--- src/rtl/fdd_motor_ctl.sv ---
// ---------------------------------------------------------------------------
// fdd_motor_ctl : floppy spindle motor sequencer with 100 Hz timebase and
//                 emulated index pulse.                       Rev 1.0
// ---------------------------------------------------------------------------
`default_nettype none

module fdd_motor_ctl #(
  parameter int MCLKFREQ     = 24000000,
  parameter int SPINUP_TICKS = 50,
  parameter int IDLE_TICKS   = 300,
  parameter int REV_TICKS    = 20,
  parameter int INDEX_CLKS   = MCLKFREQ / 250
) (
  input  logic       clk,
  input  logic       reset,
  input  logic       motor_req,
  input  logic       activity,
  output logic       tick100,
  output logic       motor,
  output logic       ready,
  output logic       index,
  output logic [1:0] state
);

  localparam logic [17:0] C_PRESC_RELOAD = 18'(MCLKFREQ / 100 - 1);
  localparam logic [8:0]  C_SPINUP       = 9'(SPINUP_TICKS);
  localparam logic [8:0]  C_IDLE         = 9'(IDLE_TICKS);
  localparam int          REV_W          = (REV_TICKS > 1) ? $clog2(REV_TICKS) : 1;
  localparam logic [REV_W-1:0] C_REV_LAST = REV_W'(REV_TICKS - 1);
  localparam int          IDX_W          = $clog2(INDEX_CLKS + 1);
  localparam logic [IDX_W-1:0] C_INDEX   = IDX_W'(INDEX_CLKS);

  typedef enum logic [1:0] {
    ST_OFF     = 2'd0,
    ST_SPINUP  = 2'd1,
    ST_READY   = 2'd2,
    ST_RUNDOWN = 2'd3
  } state_e;

  state_e           state_q, state_d;
  logic [17:0]      presc_q, presc_d;
  logic [8:0]       cnt_q, cnt_d;
  logic [REV_W-1:0] rev_q, rev_d;
  logic [IDX_W-1:0] idx_q, idx_d;
  logic             w_tick;
  logic             w_ready;
  logic             w_wrap;

  always_ff @(posedge clk) begin
    if (reset) begin
      presc_q <= C_PRESC_RELOAD;
      state_q <= ST_OFF;
      cnt_q   <= '0;
      rev_q   <= '0;
      idx_q   <= '0;
    end else begin
      presc_q <= presc_d;
      state_q <= state_d;
      cnt_q   <= cnt_d;
      rev_q   <= rev_d;
      idx_q   <= idx_d;
    end
  end

  assign w_tick  = (presc_q == 18'd0);
  assign w_ready = (state_q == ST_READY) || (state_q == ST_RUNDOWN);
  assign presc_d = w_tick ? C_PRESC_RELOAD : presc_q - 18'd1;

  always_comb begin
    state_d = state_q;
    cnt_d   = cnt_q;
    unique case (state_q)
      ST_OFF: begin
        if (motor_req) begin
          state_d = ST_SPINUP;
          cnt_d   = C_SPINUP;
        end
      end
      ST_SPINUP: begin
        if (!motor_req) begin
          state_d = ST_OFF;
          cnt_d   = '0;
        end else if (w_tick) begin
          if (cnt_q == 9'd1) state_d = ST_READY;
          else               cnt_d   = cnt_q - 9'd1;
        end
      end
      ST_READY: begin
        if (!motor_req) begin
          state_d = ST_RUNDOWN;
          cnt_d   = C_IDLE;
        end
      end
      ST_RUNDOWN: begin
        // motor_req beats activity beats tick: a coincident tick never decrements
        if (motor_req) begin
          state_d = ST_READY;
        end else if (activity) begin
          cnt_d = C_IDLE;
        end else if (w_tick) begin
          if (cnt_q == 9'd1) begin
            state_d = ST_OFF;
            cnt_d   = '0;
          end else begin
            cnt_d = cnt_q - 9'd1;
          end
        end
      end
      default: state_d = ST_OFF;
    endcase
  end

  always_comb begin
    rev_d  = rev_q;
    w_wrap = 1'b0;
    if (state_q == ST_OFF) begin
      rev_d = '0;
    end else if (w_tick) begin
      if (rev_q == C_REV_LAST) begin
        rev_d  = '0;
        w_wrap = 1'b1;
      end else begin
        rev_d = rev_q + REV_W'(1);
      end
    end
  end

  // A started pulse runs to completion regardless of later FSM state.
  always_comb begin
    idx_d = idx_q;
    if (w_wrap && w_ready)     idx_d = C_INDEX;
    else if (idx_q != '0)      idx_d = idx_q - IDX_W'(1);
  end

  assign tick100 = w_tick;
  assign motor   = (state_q != ST_OFF);
  assign ready   = w_ready;
  assign index   = (idx_q != '0);
  assign state   = state_q;

endmodule

`default_nettype wire

--- config.mk ---
export PLATFORM = sky130hd
export DESIGN_NAME = fdd_motor_ctl
export DESIGN_NICKNAME = d
export VERILOG_FILES = /design/src/rtl/fdd_motor_ctl.sv
export SDC_FILE = /design/constraint.sdc
export NUM_CORES = 1
export LEC_CHECK = 0
export ABC_CLOCK_PERIOD_IN_PS = 3300
export BUFFER_PORTS_ARGS = -buffer_cell sky130_fd_sc_hd__buf_2
export CAP_MARGIN = 20
export CORE_MARGIN = 10
export CORE_UTILIZATION = 30
export CTS_BUF_LIST = sky130_fd_sc_hd__clkbuf_4 sky130_fd_sc_hd__clkbuf_8
export DETAILED_ROUTE_END_ITERATION = 12
export PLACE_DENSITY_LB_ADDON = 0.1
export SYNTH_ARGS = -nofsm -noshare
export SYNTH_HDL_FRONTEND = slang
export SYNTH_SLANG_ARGS = --single-unit
--- constraint.sdc ---
create_clock -name clk -period 3.3 [get_ports clk]
set_clock_uncertainty 0.1 [all_clocks]
set_input_delay 0.165 -clock clk [delete_from_list [all_inputs] [get_ports clk]]
set_output_delay 0.165 -clock clk [all_outputs]
set_load 0.01 [all_outputs]
==> summary.md <==
| Metric | Value |
|---|---|
| Most used cell, CP | or4_4 |
| First-pass GRT wire length | between 10000 and 15000 µm |
| Initial Utilization | between 30 and 40% |
| Initial antenna violation count | 0 |
| Max-cap violation count | 0 |
| Highest attainable clock frequency | 359 MHz |
| Max-slew violation count | 0 |
| Pint | around 0.0013 W |
| Clock buffer depth | 2 |
| Cell row count | 33 |
| DR iter-0 viols | 87 |
| Post-Syn Nets | approximately 320 |
| Clk pin slew, worst setup/hold paths | approximately 100 ps |
| Avg Vias per Cell | approximately 5.2 |
| Setup crit start kind | flop |
| CP cell instances | or4_4 > or4_4 > or4_4 > buf_2 |
| Power per cell area | 685 mW/mm² |
| Multi-input gate area | between 0.001 and 0.0015 mm² |
| Hpwl dp | around 4300 µm |
| Post-CTS Setup Bufs | 0 |
| H-tree depth | 2 |
| Post-route cell area | around 0.0029 mm² |
| Switching pwr | about 0.00067 W |
| I/O pin count | 10 |
| Actual slew at the worst max-slew pin | approximately 620 ps |
| CORE AREA | 0.00834 mm² |
| Flops & latches, synth | 51 |
| Area grow syn2layout | 11.8% |
| Cell taking the most area after synthesis | dfxtp_1 |
| Simple-gate portion of the synthesized area | 27.1% |
| FF+latch area | about 0.0010 mm² |
| Die ar. | around 0.013 mm² |
| Final cycle utilization of the critical path | a little over four fifths |
| Post-Synth Adder-Cell Area | 3.36% |
| Post-CTS Hold Buffers | 0 |
| RSZ-0062 raised after global routing | false |
| Multiplexer share of the synthesized area | less than 1% |
| WL final | a little under 6000 µm |
| WL per Instance | approximately 14 µm |
| Largest net degree at the start of global routing | 23 |
| Sequential cell area fraction in the yosys report | 39.2% |
| Routed Antenna Nets | 0 |
| Clk sink count | just over 50 |
| Ant diodes | 0 |
| Crit Path Max Fanout | 6 |
| Num CTS Buffers | 5 |
| Asr flop ratio synth | 0% |
| Finished Layout Cells | around 430 |
| Placed Cells | between 400 and 500 |
| Clk pwr share | a little over a quarter |
| Power consumption | between 0.0015 and 0.002 W |
| All-Layer GR Usage | 9.52% |
| Combinational share of power | 33.7% |
| Hold_ws | ~68 ps |
| Flop pwr share | about two fifths |
| Main combinational cell family by area after synthesis | simple AND/OR/NAND/NOR gates |
| Final setup viols | 0 |
| Layout cells sized above 1 | a little over a tenth |
| TNS Setup | 0 ps |
| Number of global-route vias before repair | approximately 2200 |
| Final Hold Violating Endpoints | 0 |
| Synth Flop Type | dfxtp_1 |
| Total congestion overflow | 0 |
| Syn_area_per_cell | between 8 and 9 µm² |
| Switching Share | between 30% and 40% |
| Synth Area in Compound Gates | 18.4% |
| Slowest CP cell | or4_4 |
| Die height | 113 µm |
| CTS Root Cell | clkbuf_8 |
| Via count | about 2200 |
| Leak pwr | 1.01 nW |
| Ranking of synthesized cells by area | dfxtp_1, xnor2_1, nand2_1 |
| Slowest stage delay, CP | between 500 and 600 ps |
| Buffers on Ports | 9 |
| Share of the synthesized area in the top cell type | around two fifths |
| Syn Inst Count | a little over 300 |
| Ys Warns | 0 |
| Post-CTS Resized | 0 |
| Remaining DRCs | 0 |
| Library cells used by synthesis | between 50 and 60 |
| Post-Synth XOR/XNOR Area | under 10% |
| Post-synthesis cell area | 0.00261 mm² |
| Critical path arrival | approximately 2500 ps |
| Hold Crit Class | input port to flop |
| Setup CP Type | flop to primary output |
| GPL Wtd Cong | ~0.73 |
| Critical path required time | around 3000 ps |
| Post-synth EDFFs | 0 |
| Fin nets | ~330 |
| CP endpoint kind | primary output |
| Die X | between 100 and 150 µm |
| Dpl cell area | 0.00278 mm² |
| Max VDD drop | approximately 0.31 mV |
| Clk_lat worst skew | around 300 ps |
| Filler cell count | between 800 and 900 |
| Status | finished, final reports clean |
| Pre-Repair DR Iteration Count | 4 |
| Fin crit period | around 2800 ps |
| Max transition margin | between 50% and 60% |
| CTS tree | done |
-- routing by layer --
metal | global-route usage (%) | up-vias | share of wire, %
met1 | 12.0 | 1042 | 49
met5 | 0 | - | 0
met3 | 2.32 | 5 | 3.0
li1 | - | 1161 | -
met4 | 3.21 | 0 | 0.93
met2 | 15.4 | 25 | 47
-- cell usage in the layout (no fill, tap or decap), drive strengths merged, types with 2 or more instances in the layout --
cell / Yosys / final
o21a: 3 / 3
buf: 1 / 14
nor2: 30 / 30
nor4: 9 / 9
o21ai: 15 / 15
ha: 7 / 7
inv: 13 / 13
o311ai: 3 / 3
nor3: 11 / 11
bufinv: 0 / 2
nor3b: 3 / 3
nor2b: 4 / 4
nand3: 10 / 10
or2: 2 / 2
clkbuf: 8 / 6
or3: 5 / 5
a31oi: 7 / 7
a21oi: 15 / 15
a211oi: 5 / 5
xor2: 10 / 10
o31ai: 8 / 8
nand2: 31 / 31
o211ai: 3 / 3
xnor2: 14 / 14
nand4: 6 / 6
or4: 9 / 9
nor4b: 2 / 2
nand2b: 4 / 4
o41ai: 2 / 2
o32ai: 3 / 3
dfxtp: 51 / 51
nand4b: 2 / 2
-- synth_stat cells, drive strengths merged (2+ instances only) --
master / n
or3: 5
or2: 2
nor4: 9
a31oi: 7
xor2: 10
a21oi: 15
clkbuf: 8
nor3b: 3
nor2b: 4
dfxtp: 51
nand3: 10
o41ai: 2
or4: 9
nand2b: 4
ha: 7
o32ai: 3
o21ai: 15
nand2: 31
inv: 13
a211oi: 5
nor2: 30
nor4b: 2
nand4b: 2
o21a: 3
xnor2: 14
o211ai: 3
nand4: 6
o311ai: 3
o31ai: 8
nor3: 11
-- metrics by stage --
step                util (%)  setup WS (ps)
floorplan                  -            865
global placement        33.3            827
detailed placement      33.3            828
CTS                     34.9            492
global route            34.9            416
finish                  34.9            517
-- kinds of logic (layout without fill, tap and decap cells) --
family | after synthesis | after routing
xor+xnor | 24 | 24
buf+inv | 22 | 35
mux | 1 | 1
flops | 51 | 51
fa+ha+maj | 7 | 7
simple gates | 133 | 133
compound gates | 72 | 72
-- power by group through the flow --
stage          clock network (W)  logic [W]  registers (W)
6_report                0.000520   0.000672       0.000804
5_1_grt                 0.000563   0.000770       0.000827
3_3_place_gp                   0   0.000673       0.000816
2_1_floorplan                  0   0.000557       0.000789
3_5_place_dp                   0   0.000675       0.000818
4_1_cts                 0.000543   0.000679       0.000805
-- registers in the layout, summed over array words and instances, names as in the netlist, named ones only --
| name | count |
|---|---|
| cnt_q | 9 |
| idx_q | 17 |
| presc_q | 18 |
| rev_q | 5 |
| state | 1 |
-- worst max-delay path, delay by kind of cell (launching register included) --
kind	cells	cell delay, ps
and+or+nand+nor	3	1680
DFF	1	370
buffers and inverters	1	170
-- final cells by class --
| type | instances | area share (%) |
|---|---|---|
| clock buffer | 6 | 2.62 |
| clock inverter | 2 | 2.06 |
| inverter | 13 | 1.67 |
| multi-input combinational | 237 | 51.3 |
| sequential | 51 | 35.0 |
| tap | 105 | 4.51 |
| timing repair buffer | 14 | 2.83 |
-- final timing paths --
check / from / end / slack (ps) / depth (start not counted)
max: idx_q[8]$_SDFFE_PP0P_ / index / 520 / 4
min: motor_req / flop / 70 / 3
max reg2reg: idx_q[8]$_SDFFE_PP0P_ / idx_q[16]$_SDFFE_PP0P_ / 830 / 4
min reg2reg: presc_q[0]$_SDFF_PP1_ / presc_q[0]$_SDFF_PP1_ / 340 / 1
Power figures use the tool's default switching activity.
